File: config.mk
export PLATFORM = sky130hd
export DESIGN_NAME = context_memory_banked
export DESIGN_NICKNAME = d
export VERILOG_FILES = /design/src/rtl/context_memory_banked.sv
export SDC_FILE = /design/constraint.sdc
export NUM_CORES = 2
export LEC_CHECK = 0
export ABC_CLOCK_PERIOD_IN_PS = 4400
export CORE_ASPECT_RATIO = 1.25
export CORE_UTILIZATION = 45
export DETAILED_ROUTE_END_ITERATION = 8
export DONT_BUFFER_PORTS = 1
export GPL_TIMING_DRIVEN = 0
export MAX_ROUTING_LAYER = met4
export PLACE_DENSITY_LB_ADDON = 0.1
export SYNTH_ARGS = -nofsm -noshare
export SYNTH_HDL_FRONTEND = slang
export SYNTH_SLANG_ARGS = --single-unit
File: constraint.sdc
create_clock -name clk_i -period 4.4 [get_ports clk_i]
set_clock_uncertainty 0.15 [all_clocks]
set_input_delay 0 -clock clk_i [delete_from_list [all_inputs] [get_ports clk_i]]
set_output_delay 0 -clock clk_i [all_outputs]
set_load 0.1 [all_outputs]
File: src/rtl/context_memory_banked.sv
// Banked CGRA context memory: one SRAM-style bank per row with independent
// registered read ports, a shared (broadcast-capable) write port, a
// line-by-line clear sequencer and a retention mode that freezes all ports.
//
// Ports:
//   clk_i, rst_i          clock, synchronous active-high reset
//   set_retentive_i       hold contents, freeze all ports
//   clear_i               one-cycle pulse, zero every bank
//   busy_o                high while clearing or retentive
//   wr_valid_i/ready_o    write handshake
//   wr_row_mask_i         banks written by this beat
//   wr_addr_i, wr_data_i  write line and word
//   rd_req_i, rd_addr_i   per-bank read request and address (bank r at r*ADDR_W)
//   rd_data_o, rd_valid_o per-bank registered read word and valid
module context_memory_banked #(
    parameter int N_ROW          = 4,
    parameter int N_LINES        = 32,
    parameter int DATA_WIDTH     = 32,
    parameter bit CLEAR_ON_RESET = 1'b1,
    localparam int ADDR_W        = $clog2(N_LINES)
) (
    input  logic                          clk_i,
    input  logic                          rst_i,
    input  logic                          set_retentive_i,
    input  logic                          clear_i,
    output logic                          busy_o,
    input  logic                          wr_valid_i,
    output logic                          wr_ready_o,
    input  logic [N_ROW-1:0]              wr_row_mask_i,
    input  logic [ADDR_W-1:0]             wr_addr_i,
    input  logic [DATA_WIDTH-1:0]         wr_data_i,
    input  logic [N_ROW-1:0]              rd_req_i,
    input  logic [N_ROW*ADDR_W-1:0]       rd_addr_i,
    output logic [N_ROW*DATA_WIDTH-1:0]   rd_data_o,
    output logic [N_ROW-1:0]              rd_valid_o
);

    typedef enum logic [1:0] {
        S_IDLE,
        S_CLEAR,
        S_RET
    } state_t;

    state_t             state;
    state_t             state_nxt;
    logic [ADDR_W-1:0]  clr_cnt;
    logic               clr_last;
    logic               clearing;
    logic               wr_fire;
    logic               rd_ok;

    assign clr_last = (clr_cnt == ADDR_W'(N_LINES - 1));
    assign clearing = (state == S_CLEAR) && !rst_i;
    assign rd_ok    = (state == S_IDLE) && !rst_i;

    // Ready/busy follow reset directly so nothing is accepted while
    // reset is held, and a pending auto-clear already shows as busy.
    assign wr_ready_o = (state == S_IDLE) && !rst_i;
    assign busy_o     = rst_i ? CLEAR_ON_RESET : (state != S_IDLE);
    assign wr_fire    = wr_valid_i && wr_ready_o;

    always_ff @(posedge clk_i) begin
        if (rst_i) begin
            state   <= CLEAR_ON_RESET ? S_CLEAR : S_IDLE;
            clr_cnt <= '0;
        end else begin
            state <= state_nxt;
            if (state == S_CLEAR) begin
                clr_cnt <= clr_cnt + 1'b1;
            end else begin
                clr_cnt <= '0;
            end
        end
    end

    // Retention outranks clear; once clearing, requests are ignored.
    always_comb begin
        state_nxt = state;
        unique case (state)
            S_IDLE: begin
                if (set_retentive_i) begin
                    state_nxt = S_RET;
                end else if (clear_i) begin
                    state_nxt = S_CLEAR;
                end
            end
            S_CLEAR: begin
                if (clr_last) begin
                    state_nxt = S_IDLE;
                end
            end
            S_RET: begin
                if (!set_retentive_i) begin
                    state_nxt = S_IDLE;
                end
            end
            default: state_nxt = S_IDLE;
        endcase
    end

    for (genvar r = 0; r < N_ROW; r++) begin : g_bank
        logic [DATA_WIDTH-1:0] mem [N_LINES];
        logic [ADDR_W-1:0]     raddr;

        assign raddr = rd_addr_i[r*ADDR_W +: ADDR_W];

        // Array has no reset so it maps onto plain SRAM macros.
        always_ff @(posedge clk_i) begin
            if (clearing) begin
                mem[clr_cnt] <= '0;
            end else if (wr_fire && wr_row_mask_i[r]) begin
                mem[wr_addr_i] <= wr_data_i;
            end
        end

        // Non-blocking update gives read-before-write on a same-line hit.
        always_ff @(posedge clk_i) begin
            if (rst_i) begin
                rd_valid_o[r]                        <= 1'b0;
                rd_data_o[r*DATA_WIDTH +: DATA_WIDTH] <= '0;
            end else begin
                rd_valid_o[r] <= rd_req_i[r] && rd_ok;
                if (rd_req_i[r] && rd_ok) begin
                    rd_data_o[r*DATA_WIDTH +: DATA_WIDTH] <= mem[raddr];
                end
            end
        end
    end

endmodule

Word level (Yosys, flattened, before mapping):

Memories as Yosys holds them, arrays and structs flattened. A register that Yosys moved wholly into a read port is not among the register bits.
Cells that the tools add are included.

* output and inout bits: 134
* register bits: 11
* input port bits: 70
* memories kept: 4
* logic and storage cells: 70
* RAM bits: 4096

Memory list
* g_bank[0].mem: depth 32, bits a word 32, rd ports 1, clocked after Yosys merged registers in 1, wr ports 1, RTL line 102 `logic [DATA_WIDTH-1:0] mem [N_LINES];`
* g_bank[1].mem: depth 32, bits a word 32, rd ports 1, clocked after Yosys merged registers in 1, wr ports 1, RTL line 102
* g_bank[2].mem: depth 32, bits a word 32, rd ports 1, clocked after Yosys merged registers in 1, wr ports 1, RTL line 102
* g_bank[3].mem: depth 32, bits a word 32, rd ports 1, clocked after Yosys merged registers in 1, wr ports 1, RTL line 102

* eq/ne operators: 6
* add/sub/neg operators: 1
* bitwise operators: 1
* mux-type cells: 32
* reductions and logical operators: 20

Operator list (number)
* $mux 32: 4
* $reduce_or 32->1: 4
* $mux 5: 4
* $mux 1: 19
* $logic_and 1x1->1: 11
* $mux 2: 4
* $pmux 2 s3: 1
* $add 5x1->5 const B: 1
* $eq 5x5->1 const B: 1
* $ne 2x2->1 const B: 2
* $ne 3x3->1 const B: 1
* $reduce_and 3->1: 1
* $eq 2x1->1 const B: 1
* $eq 2x2->1 const B: 1
* $logic_not 2->1: 1
* $reduce_bool 2->1: 1
* $reduce_or 2->1: 1
* $logic_not 1->1: 1
* $not 1->1: 1

Longest topological paths before layout:

* depth in word-level cells: 9
* mapped depth: 10
* depth with buffers taken out: 6

Least setup slack after synthesis:

No wires, ideal clock.

* path kind: register to output
* start: register state[0]
* end: output port busy_o
* arrival: 3.993 ns
* setup slack: 0.257 ns
* path buffers: 0
* data required time: 4.250 ns
* cell stages (with the launch flop): 3
* cells stage by stage: dfxtp_1 -> nor3_1 -> inv_1

* word-level cells in the longest chain between the ends: 2

Ends and longest elaborated chain
* start: declaration: RTL line 44 `state_t state;`
* start signal: assignment: RTL line 64 `state <= CLEAR_ON_RESET ? S_CLEAR : S_IDLE;`
* start signal: assignment: RTL line 67 `state <= state_nxt;`
* $reduce_bool 2->1: RTL line 59 `assign busy_o = rst_i ? CLEAR_ON_RESET : (state != S_IDLE);`
* $mux 1: RTL line 59
* end: declaration: RTL line 26 `output logic busy_o,`

No other way between the ends.

Worst setup path after layout:

* start: register state[0]
* end: memory g_bank[0].mem[0][26] (data pin)

* word-level cells in the longest chain between the ends: 9

Ends and longest elaborated chain
* $logic_not 2->1: RTL line 58 `assign wr_ready_o = (state == S_IDLE) && !rst_i;`
* $logic_and 1x1->1: RTL line 58
* $logic_and 1x1->1: RTL line 60 `assign wr_fire = wr_valid_i && wr_ready_o;`
* $logic_and 1x1->1: RTL line 111 `end else if (wr_fire && wr_row_mask_i[r]) begin`
* $mux 1: RTL line 111
* $mux 1 (*): RTL line 109 `if (clearing) begin`
* $mux 1 (not written as such) (*): RTL line 112 `mem[wr_addr_i] <= wr_data_i;`
* $reduce_or 32->1 (no source line) (*)
* $mux 32 (no source line) (*)
* end: declaration: RTL line 102

Mark *: on every way between the ends. The rest lies on a longest branch, timed or not.

==> flow_summary.toml <==
[status]
status = "complete, but fails checks"
violations = "antenna rules, hold timing"

[sta]
finalMaxSlewViolations = 0
fmax_mhz = 235.4
timing.slew.headroom_pct = 1.615
final-hold-violation-count = 16
setup_viol = 0
fin_tns_setup_ns = 0
rsz0062_at_grt = "false"
finalCritPeriodShare_pct = 96.55
whs_ns = -0.009328
worstMarginPinSlew_ns = 1.474
period_minus_slack_ns = 4.248

[critical_path]
crit_buf_inv = 2
cpMostUsedCell = "clkbuf_1"
slowest_delay_ns = 1.18
r2r_end = "g_bank[0].mem[0][26]"
worstSetupEndpointType = "register"
cp_cell_sequence = "nor4b_2, clkbuf_1, clkbuf_1, and3_1"
r2r_start = "state[0]"
cp-startpoint = "state[0]"
rrSetupSlack_ns = 0.15
required_ns = 4.81
worst_path_max_delay_cell = "and3_1"
cp_max_fo = 32
crit_end = "g_bank[0].mem[0][26]"
crit_arrival_ns = 4.65
rr_worst_depth = 4
crit_family = "simple AND/OR/NAND/NOR gates"
crit_cells = 4
startpoint_type = "register"
crit_type = "reg2reg"

[synthesis]
async_reset_ff_share_pct = 0
syn_inst = 8340
synth.most_common_cell = "edfxtp_1"
synth_ff_type = "edfxtp_1"
synth_area_leader_cell = "edfxtp_1"
synthTopCellsByArea = "edfxtp_1, mux4_2, mux2i_1"
synth_fp_nets = 8412
ys_ff_latch = 4235
yosys-top-cells-count = "edfxtp_1, mux2i_1, mux4_2"
avgSynthCellArea_sq_um = 19.75
ys_types = 45
synth_edf_count = 4096
yosys_warnings = 0
yosysTopAreaCellShare_pct = 74.68
ys_seq_area_share_pct = 76.37
syn_area_sq_um = 164700

[global_routing]
met2_usage_pct = 42.10
met1_usage_pct = 32.69
grt_pass1_wl_microns = 641600
grtUsageTotal_pct = 25.38
overflow = 0
grt_pass1_vias = 84640
grt_max_degree = 33
grtUsageMet3_pct = 4.042
antenna_found_initial = 58
grt_busiest_layer = "met2"

[routing]
drc = 0
route.vias.total = 82990
ant_nets = 1
drt_pass1_iterations = 6
viasPerCell = 5.808
wl_microns = 456300
wire_per_inst_microns = 31.93
drt_iter0_drc = 7503

[run]
maxCapViolCount = 0

[power_and_ir_drop]
cellLeakagePower_nw = 70.18
ir_drop_mv = 0.3548
p_total_w = 0.08381
cellPowerDensity_nw_per_um2 = 441.8

[clocking]
clock-root-buffer = "clkbuf_16"
cts_buffers = 417
insertion_delay_ns = 0.95
path_clk_slew_ns = 0.06
htree_num_levels = 5
cts_buffer_depth = 4
clkSinkCount = 4235
cts_tree = "built"

[final_layout]
area_delta_synth_final_pct = 15.17
layout-drive-gt1-share_pct = 20.37
fin_nets = 9055
n_fill_cell = 28990
final_cell_count_no_fill = 14290

[floorplan]
core_area_sq_um = 364600
die_y_microns = 678.4
fp.dieW_microns = 543.1
initial_core_util_pct = 45.17
die_area_sq_um = 368400
io_pins = 204
rows = 248

[placed_design]
place.gp.congestion = 0.8301
dp_hpwl_microns = 311800
place_inst = 13350
io_buffers = 0

[min_path]
hold_class = "in2reg"
[report_power, final]
part           total [W]  internal, W  switching (W)
logic            0.00349      0.00121        0.00228
registers         0.0438       0.0438      0.0000504
clock network     0.0365       0.0212         0.0153
[flip-flops by register name (all words and copies together) (netlist names)]
name        cells
clr_cnt         5
g_bank.mem   4096
rd_data_o     128
rd_valid_o      4
state           2
[area by class of cell]
cell class / instances / area [sq um] / share of cell area (%)
flip-flops and latches: 4235 / 125800 / 66.31
multi-input cells: 3598 / 36570 / 19.28
clock buffers: 563 / 11500 / 6.065
well taps: 4875 / 6100 / 3.216
repair buffers: 224 / 3716 / 1.959
plain buffers: 499 / 3386 / 1.785
clock inverters: 212 / 2409 / 1.270
diodes: 74 / 185.2 / 0.09763
inverters: 8 / 30.03 / 0.01583
[stage by stage]
stage	area [sq um]	worst slack, ns	util (%)
floorplan	164700	0.2565	-
global placement	170800	-5.531	46.84
detailed placement	174600	-0.09732	47.88
CTS	189300	0.007557	51.93
global route	189600	0.02406	52.00
finish	189700	0.1518	52.02
[logic make-up after synthesis]
kind of cell | synth area share (%)
AOI/OAI and AO/OA | 4.181
DFF | 76.37
xor gates and xnor gates | 0.01064
and+or+nand+nor | 2.602
adders and majority gates | 0.01519
muxes | 14.74
buffers and inverters | 2.074
[timing repair]
action,in CTS,in global routing
hold buffers,86,1
cloned,0,0
gates resized for setup,1,3
buffers inserted,0,0
hold endpoints to repair,4489,26
endpoints found under the setup margin,32,72
[how the worst min path moves through the flow]
| stage | depth (start not counted) | to | startpoint | slack [ns] |
|---|---|---|---|---|
| CTS | 7 | rd_data_o[96] | rd_addr_i[15] | 0.008 |
| floorplan | 1 | state[1] | set_retentive_i | 0.02 |
| detailed placement | 1 | state[1] | set_retentive_i | 0.04 |
| global route | 2 | g_bank[2].mem[30][10] | wr_row_mask_i[2] | 0.02 |
| finish | 2 | g_bank[2].mem[21][11] | wr_row_mask_i[2] | -0.009 |
| global placement | 1 | state[1] | set_retentive_i | 0.03 |
[metal layers]
layer	vias to the layer above	share of wire [%]	wire length (microns)
met3	586	5.9	26740
met4	0	2.6	11890
met5	-	0	0
li1	35560	-	-
met1	44370	41	186500
met2	2468	51	231200
[placed cells by master (no fill, tap or decap), types with 112 or more instances in the layout]
master	instances
edfxtp_1	4096
mux2i_1	1130
mux4_2	512
clkbuf_16	428
a22oi_1	362
nand2_1	341
clkbuf_1	277
a21oi_1	212
nand3_1	206
buf_12	144
dfxtp_1	139
nor2_4	129
mux2_2	128
a22o_1	127
and3_1	112
(Power assumes the default switching activity.)
